$ cat src/rtl/uart_pkg.sv
// Shared UART definitions: receive FSM state encoding, baud divider
// computation and the default clock/baud constants used by both the
// transmit (tx_BRG) and receive paths.
package uart_pkg;

  localparam int unsigned DEFAULT_CLOCK_FREQ = 50_000_000;
  localparam int unsigned DEFAULT_BAUD_RATE  = 115_200;

  // PARITY is only reachable when the receiver is built with parity checking
  typedef enum logic [2:0] {
    ST_IDLE,
    ST_START,
    ST_DATA,
    ST_PARITY,
    ST_STOP
  } rx_state_e;

  // Clocks per oversample tick, integer-truncated
  function automatic int unsigned calc_div(input int unsigned clock_freq,
                                           input int unsigned baud_rate,
                                           input int unsigned oversample);
    return clock_freq / (baud_rate * oversample);
  endfunction

endpackage

$ cat src/rtl/rx_brg.sv
// Receive-side oversampling tick generator.
// Ports: clk, rst (sync, active-high), clr (restart count from 0),
//        tick (high for one clk while the count sits at DIV-1).
module rx_brg #(
  parameter int unsigned DIV = 27
) (
  input  logic clk,
  input  logic rst,
  input  logic clr,
  output logic tick
);

  localparam int unsigned    CW   = (DIV > 1) ? $clog2(DIV) : 1;
  localparam logic [CW-1:0]  LAST = CW'(DIV - 1);

  logic [CW-1:0] cnt_q;
  logic [CW-1:0] cnt_d;

  // Wrap at DIV-1; clr re-phases the count to the start-bit edge
  always_comb begin
    cnt_d = cnt_q + CW'(1);
    if (clr || (cnt_q == LAST)) begin
      cnt_d = '0;
    end
  end

  always_ff @(posedge clk) begin
    if (rst) begin
      cnt_q <= '0;
    end else begin
      cnt_q <= cnt_d;
    end
  end

  assign tick = (cnt_q == LAST);

endmodule

$ cat src/rtl/uart_rx.sv
// UART receiver: 2-flop synchroniser, start-edge aligned 16x oversampling,
// mid-bit sampling LSB first, stop-bit check, valid/ready output with
// framing/overrun error pulses.
// Optional build macro RX_PARITY_EN adds a parity bit between data and stop
// (PARITY_ODD selects odd parity); without it parity_err is tied 0.
// Ports: clk, rst (sync, active-high), rx (async line, idles high),
//        rx_data/rx_valid/rx_ready (output handshake), busy (frame in progress),
//        framing_err, overrun_err, parity_err (one-cycle pulses).
module uart_rx
  import uart_pkg::*;
#(
  parameter int unsigned CLOCK_FREQ = DEFAULT_CLOCK_FREQ,
  parameter int unsigned BAUD_RATE  = DEFAULT_BAUD_RATE,
  parameter int unsigned OVERSAMPLE = 16,
  parameter int unsigned DATA_BITS  = 8
`ifdef RX_PARITY_EN
  ,
  parameter bit          PARITY_ODD = 1'b0
`endif
) (
  input  logic                 clk,
  input  logic                 rst,
  input  logic                 rx,
  output logic [DATA_BITS-1:0] rx_data,
  output logic                 rx_valid,
  input  logic                 rx_ready,
  output logic                 busy,
  output logic                 framing_err,
  output logic                 overrun_err,
  output logic                 parity_err
);

  localparam int unsigned   DIV    = calc_div(CLOCK_FREQ, BAUD_RATE, OVERSAMPLE);
  localparam int unsigned   TW     = $clog2(OVERSAMPLE);
  localparam int unsigned   BW     = $clog2(DATA_BITS + 1);
  localparam logic [TW-1:0] T_HALF = TW'(OVERSAMPLE / 2 - 1);
  localparam logic [TW-1:0] T_FULL = TW'(OVERSAMPLE - 1);
  localparam logic [BW-1:0] B_LAST = BW'(DATA_BITS - 1);

  logic                 sync1_q, sync2_q, prev_q;
  logic                 rx_s, fall, tick, brg_clr;
  rx_state_e            state_q;
  logic [TW-1:0]        tcnt_q;
  logic [BW-1:0]        bcnt_q;
  logic [DATA_BITS-1:0] shift_q;
  logic                 busy_q, done_q, ferr_q;
  logic [DATA_BITS-1:0] rx_data_q;
  logic                 rx_valid_q, ferr_out_q, oerr_out_q;

  // Two-flop synchroniser plus one history flop for start-edge detection
  always_ff @(posedge clk) begin
    if (rst) begin
      sync1_q <= 1'b1;
      sync2_q <= 1'b1;
      prev_q  <= 1'b1;
    end else begin
      sync1_q <= rx;
      sync2_q <= sync1_q;
      prev_q  <= sync2_q;
    end
  end

  assign rx_s    = sync2_q;
  assign fall    = prev_q & ~rx_s;
  assign brg_clr = (state_q == ST_IDLE) & fall;

  rx_brg #(.DIV(DIV)) u_brg (
    .clk  (clk),
    .rst  (rst),
    .clr  (brg_clr),
    .tick (tick)
  );

`ifdef RX_PARITY_EN
  logic par_bit_q, par_bad, perr_out_q;
  assign par_bad = (^shift_q) ^ par_bit_q ^ PARITY_ODD;
`endif

  // Frame FSM; done_q/ferr_q flag the stop-sample outcome for delivery
  always_ff @(posedge clk) begin
    if (rst) begin
      state_q   <= ST_IDLE;
      tcnt_q    <= '0;
      bcnt_q    <= '0;
      shift_q   <= '0;
      busy_q    <= 1'b0;
      done_q    <= 1'b0;
      ferr_q    <= 1'b0;
`ifdef RX_PARITY_EN
      par_bit_q <= 1'b0;
`endif
    end else begin
      done_q <= 1'b0;
      ferr_q <= 1'b0;
      case (state_q)
        ST_IDLE: begin
          if (fall) begin
            tcnt_q  <= '0;
            busy_q  <= 1'b1;
            state_q <= ST_START;
          end
        end
        ST_START: begin
          if (tick) begin
            if (tcnt_q == T_HALF) begin
              if (rx_s) begin
                busy_q  <= 1'b0;
                state_q <= ST_IDLE;
              end else begin
                tcnt_q  <= '0;
                bcnt_q  <= '0;
                state_q <= ST_DATA;
              end
            end else begin
              tcnt_q <= tcnt_q + TW'(1);
            end
          end
        end
        ST_DATA: begin
          if (tick) begin
            if (tcnt_q == T_FULL) begin
              tcnt_q  <= '0;
              shift_q <= {rx_s, shift_q[DATA_BITS-1:1]};
              bcnt_q  <= bcnt_q + BW'(1);
              if (bcnt_q == B_LAST) begin
`ifdef RX_PARITY_EN
                state_q <= ST_PARITY;
`else
                state_q <= ST_STOP;
`endif
              end
            end else begin
              tcnt_q <= tcnt_q + TW'(1);
            end
          end
        end
`ifdef RX_PARITY_EN
        ST_PARITY: begin
          if (tick) begin
            if (tcnt_q == T_FULL) begin
              tcnt_q    <= '0;
              par_bit_q <= rx_s;
              state_q   <= ST_STOP;
            end else begin
              tcnt_q <= tcnt_q + TW'(1);
            end
          end
        end
`endif
        ST_STOP: begin
          if (tick) begin
            if (tcnt_q == T_FULL) begin
              tcnt_q  <= '0;
              busy_q  <= 1'b0;
              state_q <= ST_IDLE;
              if (rx_s) begin
                done_q <= 1'b1;
              end else begin
                ferr_q <= 1'b1;
              end
            end else begin
              tcnt_q <= tcnt_q + TW'(1);
            end
          end
        end
        default: begin
          busy_q  <= 1'b0;
          state_q <= ST_IDLE;
        end
      endcase
    end
  end

  // Output holding register; a same-cycle accept frees the slot for the new word
  always_ff @(posedge clk) begin
    if (rst) begin
      rx_data_q  <= '0;
      rx_valid_q <= 1'b0;
      ferr_out_q <= 1'b0;
      oerr_out_q <= 1'b0;
`ifdef RX_PARITY_EN
      perr_out_q <= 1'b0;
`endif
    end else begin
      ferr_out_q <= ferr_q;
      oerr_out_q <= 1'b0;
`ifdef RX_PARITY_EN
      perr_out_q <= done_q & par_bad;
`endif
      if (rx_valid_q && rx_ready) begin
        rx_valid_q <= 1'b0;
      end
      if (done_q) begin
        if (!rx_valid_q || rx_ready) begin
          rx_data_q  <= shift_q;
          rx_valid_q <= 1'b1;
        end else begin
          oerr_out_q <= 1'b1;
        end
      end
    end
  end

  assign rx_data     = rx_data_q;
  assign rx_valid    = rx_valid_q;
  assign busy        = busy_q;
  assign framing_err = ferr_out_q;
  assign overrun_err = oerr_out_q;
`ifdef RX_PARITY_EN
  assign parity_err  = perr_out_q;
`else
  assign parity_err  = 1'b0;
`endif

endmodule

$ cat config.mk
export PLATFORM = sky130hd
export DESIGN_NAME = uart_rx
export DESIGN_NICKNAME = d
export VERILOG_FILES = /design/src/rtl/uart_pkg.sv /design/src/rtl/rx_brg.sv /design/src/rtl/uart_rx.sv
export SDC_FILE = /design/constraint.sdc
export NUM_CORES = 1
export LEC_CHECK = 0
export ABC_AREA = 1
export CELL_PAD_IN_SITES_DETAIL_PLACEMENT = 0
export CELL_PAD_IN_SITES_GLOBAL_PLACEMENT = 2
export CORE_MARGIN = 4
export CORE_UTILIZATION = 30
export DETAILED_ROUTE_END_ITERATION = 16
export GPL_TIMING_DRIVEN = 0
export PLACE_DENSITY_LB_ADDON = 0.1
export SLEW_MARGIN = 10
export SYNTH_ARGS = -nofsm -noshare
export SYNTH_HDL_FRONTEND = slang
export SYNTH_SLANG_ARGS = --single-unit
$ cat constraint.sdc
create_clock -name clk -period 1.3 [get_ports clk]
set_input_delay 0.325 -clock clk [delete_from_list [all_inputs] [get_ports clk]]
set_output_delay 0.325 -clock clk [all_outputs]
set_load 0.005 [all_outputs]
== Yosys cells after proc, flatten, opt, wreduce, memory -nomap -nowiden ==
Cells that the tools add are included.
Operators by class
  $add $sub $neg: 3
  equal/unequal tests: 19
  multiplexer cells: 35
  bitwise operators: 8
  reductions and logical operators: 17
Operators by type and width (count)
  4-bit 2-to-1 mux: 10
  3-bit 2-to-1 mux: 8
  2-bit != test, second input constant: 10
  1-bit 2-to-1 mux: 12
  3-bit case mux with 4 select lines: 1
  4-bit case mux with 3 select lines: 1
  4-bit by 1-bit adder with 4-bit output, second input constant: 2
  4-bit by 3-bit == test with 1-bit output, second input constant: 2
  4-bit case mux with 2 select lines: 1
  8-bit AND reduction: 1
  7-bit AND reduction: 1
  1-bit inverter: 6
  6-bit AND reduction: 1
  2-bit OR reduction: 3
  5-bit by 1-bit adder with 5-bit output, second input constant: 1
  5-bit == test, second input constant: 1
  5-bit AND reduction: 1
  4-bit == test, second input constant: 1
  1-bit case mux with 4 select lines: 1
  4-bit OR reduction: 1
  3-bit by 1-bit == test with 1-bit output, second input constant: 1
  3-bit by 2-bit == test with 1-bit output, second input constant: 1
  3-bit == test, second input constant: 1
  3-bit zero test: 1
  other kinds (11): 13
Word-level totals
  register bits after elaboration: 41
  bits of input ports: 4
  word-level logic and storage cells: 97

== Longest topological paths before layout ==
Gate-level depths: netlist (run 1).
  word-level depth: 5
  depth in mapped cells: 11
  mapped depth without buffers: 11

== Modules after synthesis ==
A second synthesis (run 1) with hierarchy kept.
Unflattened totals
  cell total of the unflattened synthesis: 283
  area total of the unflattened synthesis: 2028.2 um^2
Modules (own cells, without submodules)
  uart_rx: instances 1, cells an instance 250, area an instance 1778.0 um^2
  rx_brg: instances 1, cells an instance 33, area an instance 250.2 um^2

== Worst setup path before layout (run 1) ==
OpenSTA, ideal clock, no wires.
  path kind: register to register
  from: register tcnt_q[0]
  to: register state_q[1]
  data arrival time: 1.322 ns
  required time: 1.187 ns
  setup slack: -0.135 ns
  cell stages (with the launch flop): 11
  buffers on the path: 0
  period minus slack after synthesis: 1.435 ns
  cell sequence: dfxtp_1 > ha_1 > nand2_2 > nor2_2 > inv_2 > nand2_2 > nand2_1 > nor2_2 > nand3_1 > nand2_1 > nor2_1
Between the ends
  cells in the longest elaborated chain, start to end: 3
  elaborated cells on any way between the ends: 6
RTL lines
  start, declared: line uart_rx.sv:43  | logic [TW-1:0] tcnt_q;
  start signal, assigned: line uart_rx.sv:115  | tcnt_q <= tcnt_q + TW'(1);
  start signal, assigned: line uart_rx.sv:133  | tcnt_q <= tcnt_q + TW'(1);
  start signal, assigned: line uart_rx.sv:162  | tcnt_q <= tcnt_q + TW'(1);
  4-bit == test / 4-bit by 3-bit == test with 1-bit output (equally long branches): line uart_rx.sv:121, uart_rx.sv:152, uart_rx.sv:105
  2-bit != test (no source line)
  8-bit AND reduction (no source line) *
  end signal, assigned: line uart_rx.sv:129  | state_q <= ST_STOP;
  end signal, assigned: line uart_rx.sv:155  | state_q <= ST_IDLE;
  end signal, assigned: line uart_rx.sv:168  | state_q <= ST_IDLE;
  end, declared: line uart_rx.sv:42  | rx_state_e state_q;
Mark *: on every way between the ends. The rest lies on a longest branch, timed or not.
A chain may end at the register's enable or synchronous reset.

== Final worst setup path (run 1) ==
  from: register u_brg.cnt_q[0]
  to: register shift_q[1]
Between the ends
  cells in the longest elaborated chain, start to end: 2
RTL lines
  start, declared: line rx_brg.sv:16  | logic [CW-1:0] cnt_q;
  start signal, assigned: line rx_brg.sv:31  | cnt_q <= cnt_d;
  5-bit == test: line rx_brg.sv:35  | assign tick = (cnt_q == LAST);
  3-bit AND reduction (no source line)
  end signal, assigned: line uart_rx.sv:123  | shift_q <= {rx_s, shift_q[DATA_BITS-1:1]};
  end, declared: line uart_rx.sv:45  | logic [DATA_BITS-1:0] shift_q;
No other way between the ends.

==> results of run 1 <==
-- cells by family after synthesis --
kind of cell	synth area share, %
AOI/OAI and AO/OA	8.82
DFF	39.6
adders and majority gates	2.42
xor gates and xnor gates	1.27
buffers and inverters	7.31
and+or+nand+nor	40.4
other	0.181
-- area by class of cell --
cell class	instances	area, µm²
clock buffers	6	82.6
well taps	80	100
inverters	27	118
flip-flops and latches	41	852
clock inverters	2	13.8
multi-input cells	204	1470
fillers	685	3650
plain buffers	7	48.8
repair buffers	42	423
-- synth_stat cells (all sizes together) --
cell,instances
nor2,59
conb,1
o21ai,11
a21oi,21
nand2,62
nor3,2
clkbuf,4
buf,4
xnor2,1
o211ai,1
dfxtp,41
nand4,3
nor4,2
nand3,29
ha,4
inv,27
xor2,2
or2,4
-- how the worst min path moves through the flow --
| stage | cells after the start | to |
|---|---|---|
| 4_1_cts | 2 | shift_q[5] |
| 6_report | 2 | framing_err |
| 5_1_grt | 2 | framing_err |
| 3_5_place_dp | 1 | rx_s |
| 3_3_place_gp | 2 | framing_err |
| 2_1_floorplan | 2 | framing_err |
-- worst register-to-register path, cell delays in order (launching register included) --
cell and delay, ns:
dfxtp_2 0.33, inv_2 0.06, ha_4 0.13, nand2_4 0.06, inv_4 0.07, nand2_8 0.08
nor2_4 0.16, buf_12 0.14, nand2_8 0.08, o21ai_1 0.13, a21oi_1 0.05
-- metal layers --
layer  routed length, µm  vias to the layer above  track usage, %
met1                2570                      859            16.8
met4                  73                        0            4.15
li1                    -                      989               -
met5                   0                        -               0
met2                2450                       25            21.9
met3                 182                        7            2.65
-- state kept, by name, summed over array words and instances, names as in the netlist, 3 cells and up --
name	cells
u_brg.cnt_q	5
state_q	3
tcnt_q	4
shift_q	8
bcnt_q	4
rx_data	8
-- power by group through the flow --
stage	combinational, W	sequential [W]	clock, W
finish	0.00326	0.00163	0.000916
floorplan	0.00181	0.00155	0
global placement	0.00222	0.00158	0
CTS	0.00310	0.00159	0.000961
detailed placement	0.00220	0.00159	0
global route	0.00358	0.00165	0.000996
-- stage by stage --
stage                     TNS (ns)  utilization (%)  hold WS (ns)  instances  worst slack, ns
after CTS                   -0.889             42.6         0.407        401          -0.0764
after floorplan                  0                -         0.388        278           0.0120
after global routing         -2.84             45.9         0.423        409           -0.173
after detailed placement     -8.18             34.6         0.394        372           -0.382
final                       -0.811             45.9         0.407        409          -0.0972
after global placement       -7.94             34.6         0.396        372           -0.366
-- repair_timing --
action                                 4_1_cts  5_1_grt
resized for setup                           90       44
hold buffers                                 0        0
gates cloned                                 3        0
buffers inserted                            18        9
endpoints found under the hold margin        0        0
setup endpoints to repair                   47       29
pin swaps                                   33       14
==> metrics.txt, run 1 <==
HP Start ferr_q; port bufs 14; worst r2r dst shift_q[1]; die width 91.1 µm; WP data arrival 1.59 ns; first-pass GRT wire length 8.73 mm; Vias/cell 4.60; Pint 0.00327 W; Flop pwr share 28.0%; fin crit share 107%; Required @ worst endpoint 1.50 ns; Crit Path Max Fanout 6; Worst path top cell family by delay simple AND/OR/NAND/NOR gates; grt ovf 0; maxcap violations 0; R2R setup slack -0.1 ns; status finished with violations; Final Max Tran Viols 0; Net Sw Frac 43.7%; post-synthesis sequential area ratio 39.6%; IO Pins 17; DR pass1 iterations 4; Synth top area share 39.6%; DR iter-0 viols 40; Final setup violation count 20; P_sw 0.00253 W; Setup crit end shift_q[1]; Die Y 91.1 µm; number of synthesized register bits 41; setup clock skew after layout 0.00568 ns; Syn Nets 286; row cnt 30; CTS tree done; dpl cell area 2330 µm²; DRT Wirelength 5.28 mm; most frequent cells in the layout nor2_1, nand2_1, dfxtp_1; Detail Placement HPWL 3.44 mm; Synth area leaders dfxtp_1, nand2_1, nor2_1; area grow syn2layout 49.8%; R2R depth 10; Post-Syn Area per Cell 7.45 µm²; initial antenna violation count 0; layout cells sized above 1 48.6%; Overall Power 0.00580 W; DIE AREA 8300 µm²; Setup WS post-layout -0.0972 ns; core area 6760 µm²; Crit path largest cell delay 0.33 ns; most common cell after layout, fill and taps aside nor2_1; vias in the first global route 1803; fmax 716 MHz; CTS max path bufs 2; startpoint types register; CTS clk-pin slew, worst paths 0.08 ns; CP endpoint kind register; Final Hold Viols 0; cell taking the most area after synthesis dfxtp_1; mean routed wirelength per cell 12.9 µm; total power divided by cell area 1870 nW/µm²; Mapped Cells 278; violated checks setup timing; Starting Density 30.7%; Comb power frac 56.2%; final worst path period need 1.40 ns; Critical path buffers and inverters 3; LEAKAGE 1.24 nW; synth warn 0; unrepaired setup endpoints after global routing yes; CTS H-tree depth 2; Num CTS Buffers 5; DRC Markers 0; All-Layer GR Usage 13.1%; clock group share of total power 15.8%; Netlist Area Pre-Place 2070 µm²; worst-path cell chain inv_2 -> ha_4 -> nand2_4 -> inv_4 -> nand2_8 -> nor2_4 -> buf_12 -> nand2_8 -> o21ai_1 -> a21oi_1; CP max-delay cell dfxtp_2; largest net degree at the start of global routing 14; CP dominant cell by count nand2_8; CP Class register to register; Netlist cell types 31; CP Launch Point u_brg.cnt_q[0]; antenna-violating nets left 0; diode count 0; final instance area 3100 µm²; Worst R2R Start u_brg.cnt_q[0]; Nets 336; Hold Crit Class register to register; peak supply drop 0.873 mV; Clock Latency Late Sink 0.30 ns; total number of vias 1880; # clock sinks 41; Critical Path Stages 10; root buf cell clkbuf_8; gpl congestion 0.778
(Power assumes the default switching activity.)
==> run 2, diff against run 1 <==
CORE_UTILIZATION = 36   (was 30)
clock period = 1.75 ns   (was 1.3 ns; I/O delays follow)
==> metrics.txt, run 2 (synthesis gave the netlist of run 1 again) <==
status finished clean; Vias/cell 4.69 (+2.0%); root buf cell clkbuf_8; CP endpoint kind primary output; Flop pwr share 33.9% (+5.9 points); Overall Power 0.00337 W (-42%); DR pass1 iterations 4 (unchanged); DR iter-0 viols 42 (+5.0%); unrepaired setup endpoints after global routing yes; fmax 633 MHz; Net Sw Frac 44.3% (+0.65 points); Final Max Tran Viols 0 (unchanged); worst-path cell chain clkdlybuf4s50_1; Critical path buffers and inverters 1 (-2); postcts setup bufs 0 (-18); Worst R2R Start u_brg.cnt_q[0]; Final Hold Viols 0 (unchanged); Die Y 83.9 µm (-7.9%); die width 83.9 µm (-7.9%); CP Class register to primary output; initial antenna violation count 0 (unchanged); CP max-delay cell clkdlybuf4s50_1; IO Pins 17 (unchanged); Nets 307 (-8.6%); P_sw 0.00150 W (-41%); fin crit share 90.2%; CTS tree done; worst slew pin tran 0.662 ns; Detail Placement HPWL 3.46 mm (+0.45%); cts repair resizes 0 (-100%); Comb power frac 48.2% (-8.0 points); most common cell after layout, fill and taps aside nand2_1; diode count 0 (unchanged); area grow syn2layout 15.9%; filler cell count 605 (-12%); Crit Path Max Fanout 2 (-4); most frequent cells in the layout nand2_1, nor2_1, dfxtp_1; maxcap violations 0 (unchanged); DIE AREA 7030 µm² (-15%); core area 5540 µm² (-18%); HP Start ferr_q; gpl congestion 0.833 (+7.0%); All-Layer GR Usage 13.9% (+0.79 points); Final setup violation count 0 (-100%); WP data arrival 1.14 ns (-0.45 ns); Crit path largest cell delay 0.50 ns (+0.17 ns); Hold Slack 0.406 ns (-0.000324 ns); Worst path top cell family by delay buffers and inverters; vias in the first global route 1720 (-4.6%); worst r2r dst shift_q[1]; Slew HR 55.9%; clock group share of total power 17.9% (+2.1 points); Num CTS Buffers 5 (unchanged); Clock Latency Late Sink 0.29 ns (about the same); CP Launch Point busy; DRC Markers 0 (unchanged); CTS clk-pin slew, worst paths 0.08 ns (about the same); final worst path period need 1.58 ns; Hold Crit Depth 2 (unchanged); Starting Density 37.4% (+6.7 points); LEAKAGE 0.967 nW (-22%); DRT Wirelength 4.51 mm (-15%); total power divided by cell area 1400 nW/µm² (-25%); port bufs 14 (unchanged); # clock sinks 41 (unchanged); row cnt 27 (-10%); first-pass GRT wire length 7.94 mm (-9.1%); startpoint types register; R2R setup slack 0.19 ns (+0.29 ns); placed insts 364 (-2.2%); antenna-violating nets left 0 (unchanged); grt ovf 0 (unchanged); largest net degree at the start of global routing 14 (unchanged); setup clock skew after layout 0.00959 ns (+0.00390 ns); fin util 43.3% (-2.6 points); CTS H-tree depth 2 (unchanged); Hold Crit Class register to register; Final Non-Filler Cells 372 (-9.0%); Pint 0.00188 W (-43%); R2R depth 9 (-1); Hold Buf Count CTS 0 (unchanged); peak supply drop 0.661 mV (-24%); Required @ worst endpoint 1.31 ns (-0.19 ns); layout cells sized above 1 20.7% (-28 points); total number of vias 1744 (-7.2%); mean routed wirelength per cell 12.1 µm (-6.1%); CTS max path bufs 2 (unchanged); WHS Endpoint framing_err
-- run 2: changes by cell type in the layout (fill, tap and decap cells not counted), sizes merged --
cell           previous run  this run
nor2                     60        59
inv                      26        27
nand2                    63        62
clkdlybuf4s50             2        14
buf                      32         4
dlygate4sd2              12         0
-- run 2: worst max path at each step --
stage	cells after the start	slack, ns	endpoint
floorplan	10	0.31	state_q[1]
global placement	6	0.008	rx_data[1]
detailed placement	6	0.002	rx_data[1]
CTS	10	0.10	state_q[0]
global route	10	-0.003	state_q[1]
finish	1	0.17	busy
-- run 2: final cells by class --
type | count | area, µm² | share of cell area (%)
Clock buffer | 5 | 68.8 | 2.87
Timing Repair Buffer | 14 | 140 | 5.84
Clock inverter | 3 | 17.5 | 0.730
Inverter | 27 | 101 | 4.22
Sequential cell | 41 | 821 | 34.2
Buffer | 8 | 50.0 | 2.08
Multi-Input combinational cell | 202 | 1110 | 46.3
Tap cell | 72 | 90.1 | 3.75
-- run 2: tightest hold or removal path, stage by stage (launching register included) --
cell	delay [ns]
dfxtp_1	0.30
inv_1	0.04
nor2_1	0.03
-- run 2: per-layer routing --
| metal | GRT usage, % | vias to the layer above | routed length [µm] |
|---|---|---|---|
| met5 | 0 | - | 0 |
| met4 | 4.39 | 0 | 78 |
| met3 | 3.16 | 8 | 140 |
| met2 | 24.2 | 24 | 2090 |
| met1 | 16.8 | 788 | 2190 |
| li1 | - | 924 | - |
-- run 2: through the flow --
stage           TNS, ns  worst slack (ns)  cell area [µm²]
2_1_floorplan         0             0.315             2070
3_3_place_gp          0           0.00811             2300
3_5_place_dp          0           0.00245             2300
4_1_cts               0             0.101             2390
5_1_grt        -0.00349          -0.00349             2400
6_report              0             0.171             2400
-- run 2: power groups by stage --
stage                     Combinational, W  Clock (W)  Sequential, W
after detailed placement           0.00164          0        0.00116
after CTS                          0.00164   0.000639        0.00114
after floorplan                    0.00134          0        0.00114
after global routing               0.00183   0.000682        0.00116
final                              0.00162   0.000605        0.00114
after global placement             0.00164          0        0.00116
==> run 3, diff against run 2 <==
CORE_UTILIZATION = 37   (was 36)
CTS_BUF_LIST = sky130_fd_sc_hd__clkbuf_4 sky130_fd_sc_hd__clkbuf_8   (was unset)
GPL_ROUTABILITY_DRIVEN = 0   (was unset)
==> metrics.txt, run 3 (synthesis gave the netlist of run 1 again) <==
peak supply drop 0.838 mV (+27%); Required @ worst endpoint 1.94 ns (+0.63 ns); placed insts 362 (-0.55%); Vias/cell 4.56 (-2.7%); Overall Power 0.00340 W (+0.65%); DIE AREA 6860 µm² (-2.5%); filler cell count 568 (-6.1%); final instance area 2400 µm² (-0.10%); layout cells sized above 1 20.7% (unchanged); largest net degree at the start of global routing 14 (unchanged); most common cell after layout, fill and taps aside nand2_1; HP Start ferr_q; Comb power frac 47.4% (-0.8 points); fin crit share 91.5% (+1.3 points); CTS max path bufs 2 (unchanged); Detail Placement HPWL 3.25 mm (-6.0%); Net Sw Frac 43.5% (-0.79 points); Crit Path Max Fanout 4 (+2); fmax 625 MHz (-1.4%); port bufs 14 (unchanged); startpoint types register; Flop pwr share 33.3% (-0.6 points); DRC Markers 0 (unchanged); mean routed wirelength per cell 11.5 µm (-5.4%); multi-input logic area 1100 µm² (-0.90%); Worst R2R Start tcnt_q[0]; worst slew pin tran 0.564 ns (-0.0982 ns); antenna-violating nets left 0 (unchanged); unrepaired setup endpoints after global routing no; total power divided by cell area 1420 nW/µm² (+0.76%); setup clock skew after layout 0.0117 ns (+0.00214 ns); CP Class register to register; area grow syn2layout 15.8%; fin util 45.5% (+2.2 points); CTS H-tree depth 2 (unchanged); CTS tree done; IO Pins 17 (unchanged); P_sw 0.00148 W (-1.1%); Nets 307 (unchanged); Final setup violation count 0 (unchanged); CTS clk-pin slew, worst paths 0.08 ns (about the same); CP endpoint kind register; Die Y 82.8 µm (-1.2%); clock group share of total power 19.3% (+1.4 points); vias in the first global route 1581 (-8.1%); core area 5270 µm² (-4.9%); Final Max Tran Viols 0 (unchanged); # clock sinks 41 (unchanged); row cnt 26 (-3.7%); final worst path period need 1.60 ns (+0.0220 ns); total number of vias 1687 (-3.3%); Pint 0.00192 W (+2.1%); WP data arrival 1.79 ns (+0.65 ns); maxcap violations 0 (unchanged); first-pass GRT wire length 7.53 mm (-5.1%); Slew HR 62.4% (+6.5 points); Num CTS Buffers 5 (unchanged); DRT Wirelength 4.24 mm (-5.9%); Final Non-Filler Cells 370 (-0.54%); most frequent cells in the layout nand2_1, nor2_1, dfxtp_1; All-Layer GR Usage 13.2% (-0.65 points); initial antenna violation count 0 (unchanged); root buf cell clkbuf_8; die width 82.8 µm (-1.2%); dpl cell area 2300 µm² (-0.11%); Storage cell area 821 µm² (unchanged); Hold Crit Class register to register; LEAKAGE 0.974 nW (+0.69%); status finished clean; DR iter-0 viols 54 (+29%); diode count 0 (unchanged); Final Hold Viols 0 (unchanged); Starting Density 39.3% (+1.9 points); DR pass1 iterations 4 (unchanged); grt ovf 0 (unchanged); CP Launch Point tcnt_q[0]; Clock Latency Late Sink 0.30 ns (about the same)
[run 3: final cells by class]
type / instances / area share, %
multi-input cells: 202 / 46.0
clock inverters: 2 / 0.574
well taps: 70 / 3.65
clock buffers: 6 / 3.44
plain buffers: 8 / 2.09
repair buffers: 14 / 5.84
inverters: 27 / 4.23
flip-flops and latches: 41 / 34.2
[run 3: routing by layer]
layer / share of wire, % / GRT usage, %
met1: 52 / 17.9
met2: 43 / 20.5
met3: 3.5 / 3.27
met4: 1.6 / 4.46
met5: 0 / 0
[run 3: critical path: stages, from the launching register on]
cell and delay, ns:
dfxtp_1 0.39, ha_2 0.27, nand2_2 0.07, nor2_2 0.16, inv_2 0.05, nand2_2 0.08
nand2_1 0.09, nor2_2 0.19, nand3_1 0.10, nand2_1 0.07, nor2_1 0.04
[run 3: worst paths after layout]
| path | depth (start not counted) | endpoint | slack [ns] |
|---|---|---|---|
| worst max register to register | 10 | state_q[2] | 0.15 |
| worst max-delay path | 10 | state_q[2] | 0.15 |
| worst min register to register | 2 | framing_err | 0.41 |
| worst min-delay path | 2 | framing_err | 0.41 |
[run 3: power groups by stage]
stage                     sequential (W)  clock, W  combinational, W
after global routing             0.00115  0.000726           0.00183
after detailed placement         0.00115         0           0.00162
after global placement           0.00115         0           0.00165
after CTS                        0.00113  0.000682           0.00163
after floorplan                  0.00114         0           0.00134
final                            0.00113  0.000655           0.00161
[run 3: per-stage QoR]
stage | TNS [ns] | hold slack [ns] | setup slack [ns]
after floorplan | 0 | 0.388 | 0.315
final | 0 | 0.408 | 0.149
after detailed placement | -0.0134 | 0.397 | -0.0134
after global routing | 0 | 0.433 | 0.00357
after CTS | 0 | 0.411 | 0.0997
after global placement | 0 | 0.393 | 0.00410
[run 3: what timing repair did]
action,CTS,global route
hold buffers,0,0
buffers inserted,0,0
setup endpoints to repair,0,4
gates resized for setup,0,1
